===== src/rtl/router_dest_rx.sv =====
// Destination-side receiver: drains one router output FIFO, re-frames packets onto a
// valid/ready stream with sop/eop, and reports address, parity and truncation errors.
module router_dest_rx #(
    parameter logic [1:0]  PORT_ID = 2'd0,
    parameter int unsigned TIMEOUT = 30
) (
    input  logic       clock_i,
    input  logic       reset_i,
    input  logic       fifo_empty_i,
    output logic       fifo_rd_enb_o,
    input  logic [7:0] fifo_data_i,
    output logic [7:0] m_data_o,
    output logic       m_valid_o,
    input  logic       m_ready_i,
    output logic       m_sop_o,
    output logic       m_eop_o,
    output logic [5:0] pkt_len_o,
    output logic       pkt_done_o,
    output logic       parity_err_o,
    output logic       addr_err_o,
    output logic       trunc_err_o
);
    typedef enum logic [2:0] {IDLE, HDR, PAYLD, PARITY, DONE} state_e;
    typedef struct packed { logic [7:0] data; logic sop; logic eop; } beat_t;

    state_e     state_q, state_d;
    logic       inflight_q;
    logic [6:0] rem_rd_q, rem_rd_d;   // bytes of this packet still to be read (known so far)
    logic [5:0] rem_q, rem_d, len_q, len_d;
    logic [7:0] par_q, par_d, to_q, to_d;
    logic       drop_q, drop_d, par_err_q, par_err_d, trunc_q, trunc_d;
    beat_t      buf0_q, buf0_d, buf1_q, buf1_d, push_beat;
    logic [1:0] cnt_q, cnt_d;
    logic [2:0] occ;
    logic       rd, pop, push, more, counting, timeout;

    assign pop = (cnt_q != 2'd0) && m_ready_i;
    // Occupancy once this cycle's pop and the in-flight byte settle; a new read lands next cycle.
    assign occ = {1'b0, cnt_q} - {2'b0, pop} + {2'b0, inflight_q};
    assign more = (state_q == IDLE) ||
                  ((state_q != DONE) && (rem_rd_q != 7'd0));
    assign rd = !reset_i && !fifo_empty_i && (state_q != DONE) && (occ < 3'd2) && more;
    assign counting = ((state_q == PAYLD) || (state_q == PARITY)) && fifo_empty_i && !rd;
    assign timeout = counting && !inflight_q && (to_q >= 8'(TIMEOUT - 1));

    always_ff @(posedge clock_i) begin
        if (reset_i) begin
            state_q    <= IDLE;
            inflight_q <= 1'b0;
            rem_rd_q   <= '0;
            rem_q      <= '0;
            len_q      <= '0;
            par_q      <= '0;
            to_q       <= '0;
            drop_q     <= 1'b0;
            par_err_q  <= 1'b0;
            trunc_q    <= 1'b0;
            buf0_q     <= '0;
            buf1_q     <= '0;
            cnt_q      <= '0;
        end else begin
            state_q    <= state_d;
            inflight_q <= rd;
            rem_rd_q   <= rem_rd_d;
            rem_q      <= rem_d;
            len_q      <= len_d;
            par_q      <= par_d;
            to_q       <= to_d;
            drop_q     <= drop_d;
            par_err_q  <= par_err_d;
            trunc_q    <= trunc_d;
            buf0_q     <= buf0_d;
            buf1_q     <= buf1_d;
            cnt_q      <= cnt_d;
        end
    end

    always_comb begin
        state_d   = state_q;
        rem_rd_d  = rem_rd_q - 7'(rd);
        rem_d     = rem_q;
        len_d     = len_q;
        par_d     = par_q;
        drop_d    = drop_q;
        par_err_d = par_err_q;
        trunc_d   = trunc_q;
        push      = 1'b0;
        push_beat = '0;
        to_d      = '0;
        if (counting && !rd)
            to_d = (to_q == 8'hFF) ? to_q : to_q + 8'd1;
        case (state_q)
            IDLE: if (rd) begin
                state_d  = HDR;
                rem_rd_d = 7'd1;   // at least the parity byte follows the header
            end
            HDR: if (inflight_q) begin
                len_d     = fifo_data_i[7:2];
                rem_d     = fifo_data_i[7:2];
                par_d     = fifo_data_i;
                drop_d    = (fifo_data_i[1:0] != PORT_ID);
                par_err_d = 1'b0;
                trunc_d   = 1'b0;
                rem_rd_d  = rem_rd_q - 7'(rd) + {1'b0, fifo_data_i[7:2]};
                push      = (fifo_data_i[1:0] == PORT_ID);
                push_beat = '{data: fifo_data_i, sop: 1'b1, eop: (fifo_data_i[7:2] == 6'd0)};
                state_d   = (fifo_data_i[7:2] == 6'd0) ? PARITY : PAYLD;
            end
            PAYLD: if (inflight_q) begin
                par_d     = par_q ^ fifo_data_i;
                rem_d     = rem_q - 6'd1;
                push      = !drop_q;
                push_beat = '{data: fifo_data_i, sop: 1'b0, eop: (rem_q == 6'd1)};
                if (rem_q == 6'd1) state_d = PARITY;
            end else if (timeout) begin
                trunc_d = 1'b1;
                state_d = DONE;
            end
            PARITY: if (inflight_q) begin
                par_err_d = (par_q != fifo_data_i);
                state_d   = DONE;
            end else if (timeout) begin
                trunc_d = 1'b1;
                state_d = DONE;
            end
            DONE:    state_d = IDLE;
            default: state_d = IDLE;
        endcase
    end

    always_comb begin
        cnt_d  = cnt_q;
        buf0_d = buf0_q;
        buf1_d = buf1_q;
        case ({push, pop})
            2'b10: begin
                if (cnt_q == 2'd0) buf0_d = push_beat;
                else               buf1_d = push_beat;
                cnt_d = cnt_q + 2'd1;
            end
            2'b01: begin
                buf0_d = buf1_q;
                cnt_d  = cnt_q - 2'd1;
            end
            2'b11: begin
                if (cnt_q == 2'd1) buf0_d = push_beat;
                else begin
                    buf0_d = buf1_q;
                    buf1_d = push_beat;
                end
            end
            default: ;
        endcase
    end

    always_comb begin
        fifo_rd_enb_o = rd;
        m_valid_o     = (cnt_q != 2'd0);
        m_data_o      = buf0_q.data;
        m_sop_o       = m_valid_o && buf0_q.sop;
        m_eop_o       = m_valid_o && buf0_q.eop;
        pkt_len_o     = len_q;
        pkt_done_o    = (state_q == DONE);
        parity_err_o  = pkt_done_o && par_err_q;
        addr_err_o    = pkt_done_o && drop_q;
        trunc_err_o   = pkt_done_o && trunc_q;
    end
endmodule

===== config.mk =====
export PLATFORM = sky130hd
export DESIGN_NAME = router_dest_rx
export DESIGN_NICKNAME = d
export VERILOG_FILES = /design/src/rtl/router_dest_rx.sv
export SDC_FILE = /design/constraint.sdc
export NUM_CORES = 1
export LEC_CHECK = 0
export ABC_AREA = 1
export CAP_MARGIN = 5
export CORE_MARGIN = 2
export CORE_UTILIZATION = 60
export CTS_CLUSTER_DIAMETER = 60
export DETAILED_ROUTE_END_ITERATION = 7
export PLACE_DENSITY = 0.87
export SLEW_MARGIN = 30
export SYNTH_ARGS = -nofsm -noshare
export SYNTH_HDL_FRONTEND = slang
export SYNTH_SLANG_ARGS = --single-unit

===== constraint.sdc =====
create_clock -name clock_i -period 10.75 [get_ports clock_i]
set_input_delay 1.6125 -clock clock_i [delete_from_list [all_inputs] [get_ports clock_i]]
set_output_delay 1.6125 -clock clock_i [all_outputs]
set_load 0.03 [all_outputs]

# Word level (Yosys, flattened, before mapping)
# Index checks and enable logic that the tools add are counted.
# Widths: inputs -> output; s select.
# word_totals
regBits	64
# op_classes
bitwise_logic	2
mux	36
n_addsub	8
reduce_logical	45
eq_ne	22
n_lt_le_gt_ge	2
# op_table
cell	count
$mux 10	6
$pmux 10 s2	2
$pmux 10 s3	1
$mux 3	6
$logic_and 1x1->1	16
$mux 8	2
$ne 2x2->1 const B	8
$pmux 8 s2	1
$mux 7	2
$pmux 7 s2	1
$reduce_bool 2->1	7
$mux 6	2
$pmux 3 s4	1
$pmux 6 s2	1
$reduce_and 3->1	4
$add 8x1->8 const B	1
$eq 8x8->1 const B	1
$ge 8x5->1 const B	1
$ne 8x8->1	1
$xor 8x8->8	1
$add 7x6->7	1
$mux 1	7
$reduce_bool 7->1	1
$sub 7x1->7	1
other kinds (27)	40

# Logic depth before layout (Yosys ltp)
# Gate-level depths: netlist of run 1.
# logic_depth
depth_word	14
mapped_depth	29
ltp_nobuf	28

# Worst setup path after synthesis of run 1
# OpenSTA, ideal clock, no wires.
# synth_path
kind	input-to-output
from	input m_ready_i
to	output fifo_rd_enb_o
t_arrival_ns	3.623
path_stages	11
slack_ns	5.515
required_ns	9.137
path_cell_list	nand2_1 > inv_1 > buf_2 > ha_1 > or2_2 > fa_1 > nor3b_1 > nand2_1 > nor2_1 > nand2_1 > inv_1
# synth_between
elab_chain_cells	6
# synth_rtl
item	line_no	source
start, declared	14	input logic m_ready_i,
$logic_and 1x1->1	37	assign pop = (cnt_q != 2'd0) && m_ready_i;
$sub 2x1->3	39	assign occ = {1'b0, cnt_q} - {2'b0, pop} + {2'b0, inflight_q};
$add 3x1->3	39	
$lt 3x2->1	42	assign rd = !reset_i && !fifo_empty_i && (state_q != DONE) && (occ < 3'd2) && more;
$logic_and 1x1->1 (2 in series)	42	
end, declared	10	output logic fifo_rd_enb_o,
# No other way between the ends.

# Final worst setup path of run 1
# Ends and elaborated chain as after synthesis.

==> metrics.yaml, run 1 <==
finish:
  drive_gt1_share_pct: 6.97
  final_cell_mix: "nand2_1 (138), inv_1 (67), dfxtp_1 (64), a21oi_1 (61), nor2_1 (50)"
  final_common_cell: "nand2_1"
  area_growth_pct: 12.3
  diodes: 0
  final_nets: 632
cts:
  clockBufferDepth: 2
  cts-root-buf: "clkbuf_8"
  post_cts_resized: 0
  hold_buffers: 0
  clock_latency_ps: 350
  cts_buffers: 9
  post_cts_buffers: 0
  clk_pin_slew_ps: 70
  cts.sinks: 64
  htree_levels: 3
  cts_tree: "yes"
hold_path:
  worstHoldPathType: "register to register"
timing:
  skew_ps: 6.96
  fin_tns_setup_ps: 0
  slew_headroom_pct: 49.1
  worst_pin_slew_ps: 762
  holdWs_ps: 463
  setup_violations: 0
  period_share_pct: 64.9
  max_freq_ghz: 0.143
  rsz0062_at_grt: "no"
  hold_viol: 0
  maxSlewViolCount: 0
  fin_crit_ps: 6980
synthesis:
  synthCells: 578
  synth_top_area_share_pct: 32.3
  synthArstFlopShare_pct: 0
  synth-seq-cells: 64
  synth-main-ff-cell: "dfxtp_1"
  synthDistinctLibCells: 37
  yosys-top-cells-area: "dfxtp_1 (32%), nand2_1 (13%), a21oi_1 (7.7%), inv_1 (6.4%), ha_1 (6.3%)"
  syn_area_per_cell_um2: 6.87
  yosysTopAreaCell: "dfxtp_1"
  seq_area_frac_synth_pct: 32.3
  syn_area_um2: 3970
  synth_edf_count: 0
  ys_warn_count: 0
  synth_nets: 612
power:
  ir_worst_vdd_mv: 0.229
  cellLeakagePower_uw: 0.00201
  powerDensity_nw_per_um2: 244
global_routing:
  grt_max_degree: 40
  grt_usage_pct: 26.1
  grt_pass1_wl_mm: 15.4
  overflow: 0
  grt_pass1_vias: 3585
  antenna_found_initial: 0
setup_path:
  cp_max_fo: 22
  end_kind: "primary output"
  critPathRequiredTime_ps: 9140
  crit_type: "primary input to primary output"
  critPathArrivalTime_ps: 5370
  crit_path_start_kind: "primary input"
floorplan:
  die_w_um: 85.4
  initial_core_util_pct: 62.2
  num_rows: 29
  die_area_um2: 7290
  core_um2: 6390
  io_pins: 34
  die_h_um: 85.4
placement:
  dpl.hpwl_mm: 6.32
  portBuffers: 33
  finalWeightedCongestion: 0.851
run_status:
  status: "finished clean"
flow_run:
  maxCapViolCount: 0
detailed_routing:
  vias: 3731
  first_iter_violations: 254
  avgRoutedWirePerCell_um: 13.2
  ant_nets: 0
  wirelength_mm: 8.96
  vias_per_cell: 5.49
  drc: 0
  first_pass_iters: 5
[Yosys cell counts, drive strengths merged (8+ instances only)]
library cell,instances
buf,20
xnor2,8
a21oi,62
nand2,144
nand3b,9
inv,73
ha,20
o21ai,41
nor2,57
xor2,11
nand3,37
dfxtp,64
[stage by stage]
step | utilization (%) | instances | power (uW) | area (um2) | setup slack (ps)
final | 69.8 | 680 | 1090 | 4460 | 3770
after global routing | 69.8 | 680 | 1170 | 4460 | 3510
after CTS | 69.8 | 680 | 1090 | 4460 | 3770
after detailed placement | 66.5 | 664 | 856 | 4250 | 3780
after global placement | 66.5 | 664 | 837 | 4250 | 3900
after floorplan | - | 578 | 748 | 3970 | 5510
[worst paths after layout]
kind	from	end	slack, ps	cells past startpoint
worst max-delay path	m_ready_i	fifo_rd_enb_o	3770	12
worst max register to register	cnt_q[1]	rem_rd_q[6]	5410	28
worst min-delay path	pkt_len_o[3]	pkt_len_o[3]	460	2
worst min register to register	pkt_len_o[3]	pkt_len_o[3]	460	2
[sequential cells by signal, indices dropped and copies added (netlist names)]
| name | cells |
|---|---|
| par_err_q | 1 |
| buf0_q | 2 |
| drop_q | 1 |
| rem_rd_q | 7 |
| par_q | 8 |
| state_q | 3 |
| to_q | 8 |
| pkt_len_o | 6 |
| trunc_q | 1 |
| rem_q | 6 |
| inflight_q | 1 |
| buf1_q | 10 |
| m_data_o | 8 |
| cnt_q | 2 |
[critical path, cell delays in order]
cell and delay (ps):
clkdlybuf4s50_1 400, nand2_1 490, inv_1 400, ha_1 380, or2_2 310, fa_1 490, nor3b_1 210, nand2_1 110
nor2_1 90, nand2_1 90, inv_1 100, clkdlybuf4s50_1 680
[layout make-up]
| type | count | area, um2 |
|---|---|---|
| Clock buffer | 13 | 149 |
| Clock inverter | 3 | 65.1 |
| Fill cell | 549 | 1930 |
| Inverter | 73 | 277 |
| Multi-Input combinational cell | 416 | 2250 |
| Sequential cell | 64 | 1280 |
| Tap cell | 77 | 96.3 |
| Timing Repair Buffer | 34 | 338 |
[cell families (layout without fill, tap and decap cells)]
group           count (synthesis)  in the layout  share of synthesized area (%)
simple gates                  266            266                           30.6
compound gates                109            109                           14.6
buf+inv                        98            123                           11.0
flops                          64             64                           32.3
fa+ha+maj                      22             22                           7.31
xor+xnor                       19             19                           4.19
[report_power, final]
group	total (uW)	switching, uW	internal, uW
registers	317	35.6	281
logic	542	340	203
clock network	230	93.3	137
total	1090	469	621
[metal layers]
metal | vias to the layer above | global-route usage [%] | wire (um) | share of wire, %
li1 | 1891 | - | - | -
met1 | 1726 | 32.5 | 4000 | 45
met3 | 13 | 6.71 | 482 | 5.4
met5 | - | 0 | 0 | 0
met4 | 0 | 8.95 | 133 | 1.5
met2 | 101 | 43.8 | 4340 | 48
(Power assumes the default switching activity.)
==> run 2: changes to the inputs <==
--- a/config.mk
+++ b/config.mk
@@ -8,10 +8,10 @@
 export ABC_AREA = 1
 export CAP_MARGIN = 5
 export CORE_MARGIN = 2
-export CORE_UTILIZATION = 60
+export CORE_UTILIZATION = 53
 export CTS_CLUSTER_DIAMETER = 60
 export DETAILED_ROUTE_END_ITERATION = 7
-export PLACE_DENSITY = 0.87
+export PLACE_DENSITY = 0.82
 export SLEW_MARGIN = 30
 export SYNTH_ARGS = -nofsm -noshare
 export SYNTH_HDL_FRONTEND = slang
==> constraint.sdc (replaced) <==
create_clock -name clock_i -period 6.17 [get_ports clock_i]
set_input_delay 0.9255 -clock clock_i [delete_from_list [all_inputs] [get_ports clock_i]]
set_output_delay 0.9255 -clock clock_i [all_outputs]
set_load 0.03 [all_outputs]
==> run 2 against run 1 <==
  * Final cell count up 3.1%
  * Clock power up 59%
  * Wire length up 5.8%
  * Cell area up 0.34%
  * Largest power group unchanged
  * Global-route usage down 2.0 points
  * Non-clock buffer count up 1
  * First-iteration DRC count down 2.4%
  * Critical path type unchanged
  * Via count up 1.0%
  * Sequential power up 75%
  * Combinational power up 78%
  * Critical path depth up 1
  * Setup slack worse by 2900 ps
==> metrics.yaml, run 2 (synthesis results as in run 1) <==
setup_path:
  critPathRequiredTime_ps: 5240
  crit_path_start_kind: "primary input"
  crit_type: "primary input to primary output"
  endpoint: "fifo_rd_enb_o"
  cp_max_fo: 22
  critPathArrivalTime_ps: 4340
  rr_startpoint: "cnt_q[1]"
  crit_start: "m_ready_i"
  end_kind: "primary output"
  r2r_cells: 29
  ff2ff_setup_slack_ps: 1230
  r2r-end: "rem_rd_q[6]"
cts:
  cts-root-buf: "clkbuf_8"
  clockBufferDepth: 2
  clk_pin_slew_ps: 70
  cts_buffers: 9
  hold_buffers: 0
  clock_latency_ps: 350
  cts.sinks: 64
  cts_tree: "yes"
  post_cts_resized: 0
  htree_levels: 3
  post_cts_buffers: 0
floorplan:
  die_area_um2: 8200
  num_rows: 31
  initial_core_util_pct: 54.8
  io_pins: 34
  die_h_um: 90.6
  core_um2: 7250
  die_w_um: 90.6
hold_path:
  whs_path_depth: 2
  worstHoldPathType: "register to register"
placement:
  portBuffers: 33
  dp_cells: 687
  dpl.hpwl_mm: 6.58
  finalWeightedCongestion: 0.911
  pre_cts_ws_ps: 834
timing:
  slew_headroom_pct: 43.2
  setup_violations: 0
  holdWs_ps: 464
  hold_viol: 0
  skew_ps: 5.82
  worst_pin_slew_ps: 850
  maxSlewViolCount: 0
  fin_crit_ps: 5260
  period_share_pct: 85.3
  max_freq_ghz: 0.190
  fin_tns_setup_ps: 0
  rsz0062_at_grt: "no"
  setup_ws_ps: 908
finish:
  final_common_cell: "nand2_1"
  area_growth_pct: 12.7
  drive_gt1_share_pct: 7.31
  final_cell_mix: "nand2_1 (138), inv_1 (67), dfxtp_1 (64), a21oi_1 (61), nor2_1 (50)"
  regMostFlops: "buf1_q"
  final_nets: 633
  largest_register_ff_count: 10
  num-fill-cells: 673
  final_cells: 701
  diodes: 0
global_routing:
  antenna_found_initial: 0
  grt_usage_pct: 24.1
  overflow: 0
  grt_pass1_wl_mm: 16.2
  grt_max_degree: 40
  grt_pass1_vias: 3621
detailed_routing:
  ant_nets: 0
  first_iter_violations: 248
  drc: 0
  avgRoutedWirePerCell_um: 13.5
  vias: 3770
  first_pass_iters: 5
  vias_per_cell: 5.38
  wirelength_mm: 9.47
power:
  ir_worst_vdd_mv: 0.218
  design_power_total_uw: 1880
  cellLeakagePower_uw: 0.00201
  powerDensity_nw_per_um2: 420
run_status:
  status: "finished clean"
flow_run:
  maxCapViolCount: 0
-- run 2: cell types whose count changed in the layout (fill, tap and decap cells not counted) --
cell        before  now
buf_4            1    2
clkbuf_8        10   11
clkinvlp_4       0    1
bufinv_16        2    1
clkbuf_1         3    0
-- run 2: routing by layer --
| metal | up-vias | wire length [um] | share of wire, % | global-route usage [%] |
|---|---|---|---|---|
| li1 | 1896 | - | - | - |
| met1 | 1735 | 4190 | 44 | 30.2 |
| met2 | 121 | 4620 | 49 | 40.6 |
| met3 | 18 | 524 | 5.5 | 5.59 |
| met4 | 0 | 144 | 1.5 | 8.33 |
| met5 | - | 0 | 0 | 0 |
-- run 2: area by class of cell --
class | instances | area [um2] | area share, %
multi-input cells | 416 | 2250 | 50.4
flip-flops and latches | 64 | 1280 | 28.6
clock inverters | 3 | 42.5 | 0.951
well taps | 99 | 124 | 2.77
repair buffers | 35 | 345 | 7.72
inverters | 73 | 277 | 6.18
clock buffers | 11 | 151 | 3.38
-- run 2: worst min-delay path by stage --
stage                       startpoint      endpoint  slack, ps
after floorplan              par_err_q     par_err_q        440
after global placement    pkt_len_o[4]  pkt_len_o[4]        450
after detailed placement       trunc_q       trunc_q        460
after CTS                      trunc_q       trunc_q        470
after global routing         par_err_q     par_err_q        490
final                     pkt_len_o[4]  pkt_len_o[4]        460
-- run 2: metrics by stage --
stage,utilization (%),area [um2]
2_1_floorplan,-,3970
3_3_place_gp,59.0,4280
3_5_place_dp,59.0,4280
4_1_cts,61.7,4470
5_1_grt,61.7,4470
6_report,61.7,4470
-- run 2: critical path: stages --
cell	delay (ps)
clkdlybuf4s50_1	450
nand2_1	50
buf_4	200
inv_1	360
ha_1	310
or2_2	300
fa_1	470
nor3b_1	190
nand2_1	100
nor2_1	90
nand2_1	90
inv_1	110
clkdlybuf4s50_1	680
-- run 2: where the power goes --
| group | internal [uW] | switching, uW | total [uW] |
|---|---|---|---|
| logic | 357 | 606 | 963 |
| registers | 490 | 63.7 | 554 |
| clock network | 203 | 161 | 365 |
==> run 3: changes to the inputs <==
--- a/config.mk
+++ b/config.mk
@@ -5,13 +5,13 @@
 export SDC_FILE = /design/constraint.sdc
 export NUM_CORES = 1
 export LEC_CHECK = 0
-export ABC_AREA = 1
+export ABC_AREA = 0
 export CAP_MARGIN = 5
 export CORE_MARGIN = 2
-export CORE_UTILIZATION = 53
+export CORE_UTILIZATION = 52
 export CTS_CLUSTER_DIAMETER = 60
 export DETAILED_ROUTE_END_ITERATION = 7
-export PLACE_DENSITY = 0.82
+export PLACE_DENSITY = 0.81
 export SLEW_MARGIN = 30
 export SYNTH_ARGS = -nofsm -noshare
 export SYNTH_HDL_FRONTEND = slang
==> run 3 against run 2 <==
  * Utilization shrank 2.1 points
  * Clock-buffer cell count down 1
  * Combinational power fell by 13%
  * Synthesized area shrank 4.1%
  * Critical path depth grew 5
  * Sequential share of layout area grew 1.3 points
  * First-iteration DRC count increased by 21%
  * Synthesized cell count decreased by 21%
  * Sequential cell count did not move
  * Cell area is 4.4% lower
  * Wire length shrank 7.5%
  * Final cell count shrank 18%
  * Critical endpoint is now rem_rd_q[6]
  * Largest cell class unchanged
==> metrics.yaml, run 3 <==
synthesis:
  synthCells: 459
  synth-main-ff-cell: "dfxtp_1"
  synth.top_cells.by_count: "dfxtp_1 (64), nand2_1 (57), nor2_1 (50)"
  synth_top_family_by_area: "simple AND/OR/NAND/NOR gates"
  synth_nets: 493
  synth-simple-area-share_pct: 23.5
  ys_warn_count: 0
  synthDistinctLibCells: 55
  syn_area_um2: 3810
  synth_compound_area_share_pct: 21.3
  synth_top_area_share_pct: 33.6
  synth_edf_count: 0
  synth_xor_xnor_area_share_pct: 6.90
  yosysTopAreaCell: "dfxtp_1"
  synth_mux_area_share_pct: 0.854
  syn_area_per_cell_um2: 8.30
  synthAdderAreaFrac_pct: 7.62
  yosysMostFrequentCell: "dfxtp_1"
  yosys-top-cells-area: "dfxtp_1 (34%), ha_1 (6.6%), nand2_1 (5.6%), nor2_1 (4.9%), xnor2_1 (4.6%)"
  seq_area_frac_synth_pct: 33.6
  synth-seq-cells: 64
  synthArstFlopShare_pct: 0
timing:
  hold_viol: 0
  period_share_pct: 86.5
  setup_ws_ps: 834
  max_freq_ghz: 0.187
  maxSlewViolCount: 0
  rsz0062_at_grt: "no"
  slew_headroom_pct: 35.9
  setup_violations: 0
  fin_crit_ps: 5340
  worst_pin_slew_ps: 959
  skew_ps: 6.45
  fin_tns_setup_ps: 0
detailed_routing:
  vias_per_cell: 5.78
  drc: 0
  first_iter_violations: 301
  first_pass_iters: 5
  ant_nets: 0
  vias: 3318
  avgRoutedWirePerCell_um: 15.3
  wirelength_mm: 8.76
floorplan:
  die_area_um2: 8020
  die_w_um: 89.6
  core_um2: 7180
  die_h_um: 89.6
  io_pins: 34
  initial_core_util_pct: 53.1
  num_rows: 31
setup_path:
  r2r-end: "rem_rd_q[6]"
  cpMostUsedCell: "ha_1"
  cp_max_fo: 6
  end_kind: "register"
  ff2ff_setup_slack_ps: 1030
  slowest_stage: "fa_1"
  crit_family: "simple AND/OR/NAND/NOR gates"
  crit_type: "primary input to register"
  critPathMaxStageDelay_ps: 500
  critPathArrivalTime_ps: 5600
  rr_startpoint: "cnt_q[1]"
  path_cells: "clkdlybuf4s50_1 -> nand2_1 -> inv_1 -> ha_1 -> nand2b_1 -> fa_1 -> or3b_1 -> nor2_1 -> nor3b_1 -> ha_1 -> nor4b_2 -> nand2b_1 -> xnor2_1 -> ha_1 -> o21ai_0 -> a21oi_1 -> or4b_1 -> a31oi_1"
  r2r_cells: 20
  crit_path_start_kind: "primary input"
  critPathRequiredTime_ps: 6430
  worst-path-buf-inv: 2
cts:
  htree_levels: 3
  post_cts_resized: 0
  clock_latency_ps: 340
  cts_buffers: 9
  cts-root-buf: "clkbuf_8"
  hold_buffers: 0
  clockBufferDepth: 2
  clk_pin_slew_ps: 70
  cts_tree: "yes"
  cts.sinks: 64
  post_cts_buffers: 0
finish:
  regMostFlops: "buf1_q"
  final_common_cell: "dfxtp_1"
  final_util_pct: 59.6
  final_nets: 504
  drive_gt1_share_pct: 7.37
  diodes: 0
  final_cell_mix: "dfxtp_1 (64), nand2_1 (57), nor2_1 (50), a21oi_1 (33), clkdlybuf4s50_1 (32)"
  area_growth_pct: 12.3
  largest_register_ff_count: 10
hold_path:
  whs_path_depth: 2
  worstHoldStart: "pkt_len_o[1]"
  worstHoldPathType: "register to register"
  min_to: "pkt_len_o[1]"
global_routing:
  grt_usage_pct: 22.9
  overflow: 0
  antenna_found_initial: 0
  grt_max_degree: 60
  grt_pass1_wl_mm: 14.2
  grt_pass1_vias: 3054
flow_run:
  maxCapViolCount: 0
power:
  ir_worst_vdd_mv: 0.226
  cellLeakagePower_uw: 0.00148
  design_power_total_uw: 1760
  powerDensity_nw_per_um2: 411
placement:
  pre_cts_ws_ps: 498
  portBuffers: 33
  dpl.hpwl_mm: 6.07
  finalWeightedCongestion: 0.843
run_status:
  status: "finished clean"
run 3: worst reg2reg max path: stages (launching register included):
cell      delay (ps)
dfxtp_1          390
inv_1            100
ha_1             260
inv_1            100
nand2_1           90
inv_1            170
ha_1             260
nand2b_1         160
fa_1             500
or3b_1           360
nor2_1           160
nor3b_1          450
ha_1             240
nor4b_2          330
nand2b_1         120
xnor2_1          160
ha_1             320
o21ai_0           80
a21oi_1          200
or4b_1           440
a31oi_1          170
run 3: power by group:
part	internal (uW)	switching, uW
Sequential	486	83.0
Clock	185	167
Combinational	366	472
Total	1040	722
run 3: worst max-delay path by stage:
stage / cells past startpoint / start / slack [ps] / endpoint
6_report: 18 / m_ready_i / 830 / rem_rd_q[6]
5_1_grt: 18 / m_ready_i / 480 / rem_rd_q[6]
4_1_cts: 18 / m_ready_i / 840 / rem_rd_q[6]
3_5_place_dp: 18 / m_ready_i / 500 / rem_rd_q[6]
3_3_place_gp: 18 / m_ready_i / 640 / rem_rd_q[6]
2_1_floorplan: 20 / cnt_q[1] / 740 / rem_rd_q[6]
run 3: per-stage QoR:
stage / hold WS, ps / cell area (um2) / std cells
floorplan: 427 / 3810 / 459
global placement: 441 / 4090 / 558
detailed placement: 447 / 4090 / 558
CTS: 457 / 4280 / 574
global route: 479 / 4280 / 574
finish: 456 / 4280 / 574
run 3: cell families after synthesis:
logic type	after synthesis
and+or+nand+nor	180
AOI/OAI and AO/OA	112
xor gates and xnor gates	30
DFF	64
muxes	2
buffers and inverters	49
adders and majority gates	22
run 3: routing by layer:
metal / up-vias / global-route usage (%) / routed length [um]
li1: 1625 / - / -
met1: 1541 / 27.9 / 3800
met2: 126 / 37.4 / 4230
met3: 26 / 6.31 / 504
met4: 0 / 10.4 / 223
met5: - / 0 / 0
run 3: cell type report:
cell class	instances	area, um2
multi-input cells	346	2290
clock buffers	10	128
fillers	620	2900
clock inverters	6	60.1
flip-flops and latches	64	1280
inverters	14	52.6
repair buffers	35	340
well taps	99	124
